<file path="src/rtl/bidir_ram_reader_pkg.sv">
// Shared constants and helpers for the RAM-to-stream reader.
package bidir_ram_reader_pkg;

  localparam int BUF_DEPTH = 2;

  // A word leaving the buffer this cycle frees its slot for a read issued now.
  function automatic logic has_room(input logic [1:0] occupancy,
                                    input logic [1:0] inflight,
                                    input logic       pop);
    logic [2:0] total;
    total = {1'b0, occupancy} + {1'b0, inflight} - {2'b00, pop};
    return total < 3'(BUF_DEPTH);
  endfunction

endpackage

</file>
<file path="src/rtl/stream_skid2.sv">
// Two-entry output buffer: head register drives the stream, tail absorbs
// the word that arrives while the head is stalled.
module stream_skid2 #(
  parameter int width = 1
) (
  input  logic             clk,
  input  logic             rst_n,
  input  logic             push,
  input  logic [width-1:0] push_data,
  input  logic             push_last,
  output logic             out_valid,
  input  logic             out_ready,
  output logic [width-1:0] out_data,
  output logic             out_last,
  output logic [1:0]       occupancy
);

  logic             tail_valid;
  logic [width-1:0] tail_data;
  logic             tail_last;
  logic             pop;

  assign pop       = out_valid && out_ready;
  assign occupancy = {1'b0, out_valid} + {1'b0, tail_valid};

  always_ff @(posedge clk) begin
    if (!rst_n) begin
      out_valid  <= 1'b0;
      out_data   <= '0;
      out_last   <= 1'b0;
      tail_valid <= 1'b0;
      tail_data  <= '0;
      tail_last  <= 1'b0;
    end else if (pop) begin
      if (tail_valid) begin
        out_data <= tail_data;
        out_last <= tail_last;
        if (push) begin
          tail_data <= push_data;
          tail_last <= push_last;
        end else begin
          tail_valid <= 1'b0;
        end
      end else if (push) begin
        out_data <= push_data;
        out_last <= push_last;
      end else begin
        out_valid <= 1'b0;
        out_last  <= 1'b0;
      end
    end else if (push) begin
      if (!out_valid) begin
        out_valid <= 1'b1;
        out_data  <= push_data;
        out_last  <= push_last;
      end else begin
        tail_valid <= 1'b1;
        tail_data  <= push_data;
        tail_last  <= push_last;
      end
    end
  end

endmodule

</file>
<file path="src/rtl/bidir_ram_reader.sv">
// Reads a run of consecutive RAM words through a registered-address read
// port and presents them as a valid/ready stream with a last marker.
module bidir_ram_reader
  import bidir_ram_reader_pkg::*;
#(
  parameter int width   = 1,
  parameter int widthad = 1
) (
  input  logic               clk,
  input  logic               rst_n,
  input  logic               cmd_valid,
  output logic               cmd_ready,
  input  logic [widthad-1:0] cmd_addr,
  input  logic [widthad:0]   cmd_len,
  output logic [widthad-1:0] address_b,
  input  logic [width-1:0]   q_b,
  output logic               out_valid,
  input  logic               out_ready,
  output logic [width-1:0]   out_data,
  output logic               out_last,
  output logic               busy
);

  localparam logic [1:0] S_IDLE  = 2'd0;
  localparam logic [1:0] S_RUN   = 2'd1;
  localparam logic [1:0] S_DRAIN = 2'd2;

  typedef enum logic [1:0] {
    IDLE  = S_IDLE,
    RUN   = S_RUN,
    DRAIN = S_DRAIN
  } state_t;

  state_t           state;
  logic [widthad:0] remaining;
  logic [1:0]       inflight;
  logic [1:0]       occupancy;
  logic             rd_pending;
  logic             pending_last;
  logic             pop;
  logic             issue;
  logic             issue_last;

  assign pop        = out_valid && out_ready;
  assign issue      = (state == RUN) && has_room(occupancy, inflight, pop);
  assign issue_last = issue && (remaining == (widthad+1)'(1));

  // address_b doubles as the read pointer: it only moves after a read of the
  // current address has been issued, so it parks on the last address used.
  always_ff @(posedge clk) begin
    if (!rst_n) begin
      state        <= IDLE;
      cmd_ready    <= 1'b1;
      busy         <= 1'b0;
      address_b    <= '0;
      remaining    <= '0;
      inflight     <= '0;
      rd_pending   <= 1'b0;
      pending_last <= 1'b0;
    end else begin
      rd_pending   <= issue;
      pending_last <= issue_last;
      inflight     <= inflight + 2'(issue) - 2'(rd_pending);
      case (state)
        IDLE: begin
          if (cmd_valid && cmd_len != '0) begin
            state     <= RUN;
            cmd_ready <= 1'b0;
            busy      <= 1'b1;
            address_b <= cmd_addr;
            remaining <= cmd_len;
          end
        end
        RUN: begin
          if (issue) begin
            remaining <= remaining - (widthad+1)'(1);
            if (issue_last) begin
              state <= DRAIN;
            end else begin
              address_b <= address_b + widthad'(1);
            end
          end
        end
        DRAIN: begin
          if (pop && out_last) begin
            state     <= IDLE;
            cmd_ready <= 1'b1;
            busy      <= 1'b0;
          end
        end
        default: begin
          state     <= IDLE;
          cmd_ready <= 1'b1;
          busy      <= 1'b0;
        end
      endcase
    end
  end

  stream_skid2 #(
    .width(width)
  ) u_buf (
    .clk       (clk),
    .rst_n     (rst_n),
    .push      (rd_pending),
    .push_data (q_b),
    .push_last (pending_last),
    .out_valid (out_valid),
    .out_ready (out_ready),
    .out_data  (out_data),
    .out_last  (out_last),
    .occupancy (occupancy)
  );

endmodule

</file>
<file path="config.mk">
export PLATFORM = sky130hd
export DESIGN_NAME = bidir_ram_reader
export DESIGN_NICKNAME = d
export VERILOG_FILES = /design/src/rtl/bidir_ram_reader_pkg.sv /design/src/rtl/stream_skid2.sv /design/src/rtl/bidir_ram_reader.sv
export SDC_FILE = /design/constraint.sdc
export NUM_CORES = 1
export LEC_CHECK = 0
export ABC_CLOCK_PERIOD_IN_PS = 7600
export CORE_ASPECT_RATIO = 0.5
export CORE_UTILIZATION = 30
export CTS_BUF_LIST = sky130_fd_sc_hd__clkbuf_8 sky130_fd_sc_hd__clkbuf_16
export DETAILED_ROUTE_END_ITERATION = 10
export GPL_TIMING_DRIVEN = 0
export PLACE_DENSITY = 0.47
export SLEW_MARGIN = 15
export SYNTH_ARGS = -nofsm -noshare
export SYNTH_HDL_FRONTEND = slang
export SYNTH_SLANG_ARGS = --single-unit
export TNS_END_PERCENT = 5
</file>
<file path="constraint.sdc">
create_clock -name clk -period 7.6 [get_ports clk]
set_input_delay 1.52 -clock clk [delete_from_list [all_inputs] [get_ports clk]]
set_output_delay 1.52 -clock clk [all_outputs]
set_load 0.005 [all_outputs]
</file>
==> insert_results.sql, run 1 <==
INSERT INTO impl_metrics (metric_group, metric, value, unit) VALUES
('outcome', 'run_status', 'complete, no violations', ''),
('timing', 'max_freq', '216', 'MHz'),
('power_and_ir_drop', 'worst_ir_drop_vdd', '73.7', 'µV'),
('die', 'fp-row-count', '13', ''),
('clock_network', 'cts.hold.buffers_added', '0', ''),
('yosys', 'synth_edf_count', '0', ''),
('die', 'die-height', '40.5', 'µm'),
('layout', 'final_area', '0.00111', 'mm²'),
('timing', 'fin_setup_tns', '0', 'ps'),
('timing', 'finClkSkew', '5.17', 'ps'),
('routing', 'routed_wirelength', '1730', 'µm'),
('yosys', 'netlist_instances', '100', ''),
('layout', 'seqCellArea', '340', 'µm²'),
('clock_network', 'clkLatencyLatePin', '250', 'ps'),
('routing', 'vias', '720', ''),
('clock_network', 'post-cts-setup-buffer-count', '0', ''),
('grt', 'first_global_vias', '658', ''),
('yosys', 'synth_largest_area_cell', 'sky130_fd_sc_hd__dfxtp_1', ''),
('run', 'drv.max_cap_violation_count', '0', ''),
('clock_network', 'cts_num_sinks', '17', ''),
('yosys', 'synth.distinct_cells', '33', ''),
('placement', 'place_area', '0.00106', 'mm²'),
('routing', 'post_drt_via_cell_ratio', '4.68', ''),
('timing', 'tightestPinTransition', '476', 'ps'),
('clock_network', 'htree_levels', '1', ''),
('layout', 'final_core_util', '41.1', '%'),
('placement', 'detailed_place_hpwl', '1300', 'µm'),
('layout', 'post_route_cells_drive_above_1_share', '9.40', '%'),
('die', 'chipWidth', '79.0', 'µm'),
('timing', 'period_minus_slack', '4630', 'ps'),
('die', 'placeable_area', '0.00270', 'mm²'),
('die', 'ioPinCount', '14', ''),
('power_and_ir_drop', 'leakagePower', '0.469', 'nW'),
('worst_setup_path', 'crit_fanout', '6', ''),
('worst_setup_path', 'critical_path_required', '7730', 'ps'),
('yosys', 'synth.ff_latch_count', '17', ''),
('yosys', 'synth_fp_nets', '115', ''),
('yosys', 'synth_commonest_cells', 'sky130_fd_sc_hd__dfxtp_1, sky130_fd_sc_hd__nor2_1, sky130_fd_sc_hd__inv_1', ''),
('placement', 'placement.io_buffers', '13', ''),
('power_and_ir_drop', 'switching_share', '31.4', '%'),
('grt', 'antenna_found_initial', '0', ''),
('yosys', 'asyncSetResetFlopFracSynth', '0', '%'),
('yosys', 'netlist_area', '888', 'µm²'),
('die', 'initial_core_util', '32.9', '%'),
('yosys', 'ys_dominant_reg_cell', 'sky130_fd_sc_hd__dfxtp_1', ''),
('power_and_ir_drop', 'combinational_share_of_power', '30.5', '%'),
('layout', 'multiInputGateArea', '494', 'µm²'),
('yosys', 'yosysWarningCount', '0', ''),
('clock_network', 'tritoncts_clock_tree', 'built', ''),
('timing', 'setup_viol', '0', ''),
('worst_setup_path', 'endpoint_kind', 'flip-flop', ''),
('power_and_ir_drop', 'power_frac_clock', '26.4', '%'),
('worst_setup_path', 'cp_data_arrival_time', '4760', 'ps'),
('timing', 'grt_setup_unrepaired', 'no', ''),
('clock_network', 'cts-resized-gates', '0', ''),
('yosys', 'synth_top_cells_by_area', 'sky130_fd_sc_hd__dfxtp_1, sky130_fd_sc_hd__ha_1, sky130_fd_sc_hd__nor2_1', ''),
('grt', 'globalRouteOverflowTotal', '0', ''),
('timing', 'slew_hr', '68.3', '%'),
('routing', 'postRouteAntennaNets', '0', ''),
('timing', 'min_period_over_period', '60.9', '%'),
('worst_setup_path', 'critical_path_class', 'primary input to flip-flop', ''),
('power_and_ir_drop', 'sum_of_internal_switching_and_leakage_power', '0.255', 'mW'),
('routing', 'detail_route.iter0.violations', '20', ''),
('die', 'die_area', '0.00320', 'mm²'),
('grt', 'overall_routing_resource_usage', '13.3', '%'),
('clock_network', 'number_of_buffers_inserted_during_clock_tree_synthesis', '3', ''),
('layout', 'antenna-diode-count', '0', ''),
('power_and_ir_drop', 'switchingPower', '0.0800', 'mW'),
('yosys', 'syn-mean-instance-area', '8.88', 'µm²'),
('worst_hold_path', 'hold_path_class', 'flip-flop to flip-flop', ''),
('layout', 'synthToLayoutAreaGrowth', '24.9', '%');
[per-stage QoR]
stage	hold WS, ps	cells	setup slack, ps
2_1_floorplan	451	100	3400
3_3_place_gp	448	150	2660
3_5_place_dp	450	150	2710
4_1_cts	471	154	2940
5_1_grt	486	154	2750
6_report	464	154	2970
[state kept, by name, summed over array words and instances (netlist names)]
name,count
state,2
u_buf.tail_last,1
remaining,2
inflight,2
address_b,1
u_buf.out_last,1
cmd_ready,1
u_buf.tail_valid,1
u_buf.out_valid,1
u_buf.out_data,1
u_buf.tail_data,1
busy,1
rd_pending,1
pending_last,1
[worst paths after layout]
path	from	endpoint	slack (ps)	depth (start not counted)
setup / recovery	out_ready	inflight[1]	2970	15
hold / removal	cmd_ready	cmd_ready	460	1
setup reg to reg	u_buf.out_valid	inflight[1]	4250	14
hold reg to reg	cmd_ready	cmd_ready	460	1
[cell type report]
cell class / count / area share [%]
sequential: 17 / 30.7
multi-input combinational: 71 / 44.5
timing repair buffer: 13 / 11.7
tap: 37 / 4.17
inverter: 9 / 3.04
buffer: 3 / 1.80
clock inverter: 1 / 0.338
clock buffer: 3 / 3.72
[per-layer routing]
layer / vias up / GRT usage (%) / wire length [µm]
met3: 0 / 5.68 / 86
met5: - / 0 / 0
met1: 327 / 17.0 / 938
li1: 381 / - / -
met4: 0 / 2.73 / 0
met2: 12 / 21.3 / 709
[layout by cell type (no fill, tap or decap), types with 2 or more instances in the layout]
cell type                         instances
sky130_fd_sc_hd__ha_1                     6
sky130_fd_sc_hd__clkbuf_8                 3
sky130_fd_sc_hd__and3_1                   2
sky130_fd_sc_hd__xnor2_1                  3
sky130_fd_sc_hd__a211oi_1                 2
sky130_fd_sc_hd__nand2b_1                 3
sky130_fd_sc_hd__inv_1                    9
sky130_fd_sc_hd__clkdlybuf4s50_1         13
sky130_fd_sc_hd__a31oi_1                  2
sky130_fd_sc_hd__a21o_1                   2
sky130_fd_sc_hd__nand3_1                  4
sky130_fd_sc_hd__and2_1                   2
sky130_fd_sc_hd__nand2_1                  3
sky130_fd_sc_hd__o21ai_0                  6
sky130_fd_sc_hd__nor2_1                  13
sky130_fd_sc_hd__mux2i_1                  3
sky130_fd_sc_hd__nor3_1                   2
sky130_fd_sc_hd__a21oi_1                  6
sky130_fd_sc_hd__dfxtp_1                 17
[power by group through the flow]
stage	Combinational [mW]	Clock, mW	Sequential, mW
after floorplan	0.0572	0	0.110
after global placement	0.0785	0	0.112
after detailed placement	0.0786	0	0.112
after CTS	0.0793	0.0694	0.110
after global routing	0.0906	0.0745	0.112
final	0.0776	0.0672	0.110
[worst max-delay path, stage by stage]
cell and delay [ps]:
sky130_fd_sc_hd__clkdlybuf4s50_1 520, sky130_fd_sc_hd__and2_1 250, sky130_fd_sc_hd__ha_1 260, sky130_fd_sc_hd__inv_1 50, sky130_fd_sc_hd__ha_1 210, sky130_fd_sc_hd__a21o_1 180, sky130_fd_sc_hd__fa_1 520, sky130_fd_sc_hd__nor3_4 290
sky130_fd_sc_hd__inv_2 110, sky130_fd_sc_hd__ha_1 280, sky130_fd_sc_hd__inv_1 40, sky130_fd_sc_hd__ha_1 170, sky130_fd_sc_hd__xnor2_1 170, sky130_fd_sc_hd__xnor2_1 150, sky130_fd_sc_hd__nor2_1 50
[kinds of logic (layout without fill, tap and decap cells)]
kind of cell,after synthesis,in the layout,synth area share [%]
AND/OR/NAND/NOR,34,34,20.0
AO/OA/AOI/OAI,23,23,17.3
flip-flops,17,17,38.3
buffers and inverters,12,29,6.06
adder cells (fa/ha/maj),7,7,10.7
multiplexers,4,4,4.65
XOR/XNOR,3,3,2.96
No activity file was read; power rests on OpenSTA's default activity.
==> inputs of run 2 (changes only) <==
- ABC_CLOCK_PERIOD_IN_PS: 7600 -> 4510
- clock period: 7.6 -> 4.51 ns (I/O delays scaled with it)
==> results of run 2 <==
Same layout as run 1 (identical final DEF). Status: complete, no violations.
Among the figures that moved: setup slack after placement 2710 ps -> 234 ps; setup slack after layout 2970 ps -> 497 ps; register-to-register setup slack 4250 ps -> 1160 ps; total power 0.255 mW -> 0.429 mW; worst IR drop on VDD 73.7 µV -> 124 µV
==> inputs of run 3 (changes only) <==
- ABC_CLOCK_PERIOD_IN_PS: 4510 -> not set
- CAP_MARGIN: not set -> 5
==> results of run 3 <==
Same layout as run 1 (identical final DEF). Status: complete, no violations.
Among the figures that moved: setup slack after placement 2710 ps -> 234 ps; setup slack after layout 2970 ps -> 497 ps; register-to-register setup slack 4250 ps -> 1160 ps; total power 0.255 mW -> 0.429 mW; worst IR drop on VDD 73.7 µV -> 124 µV
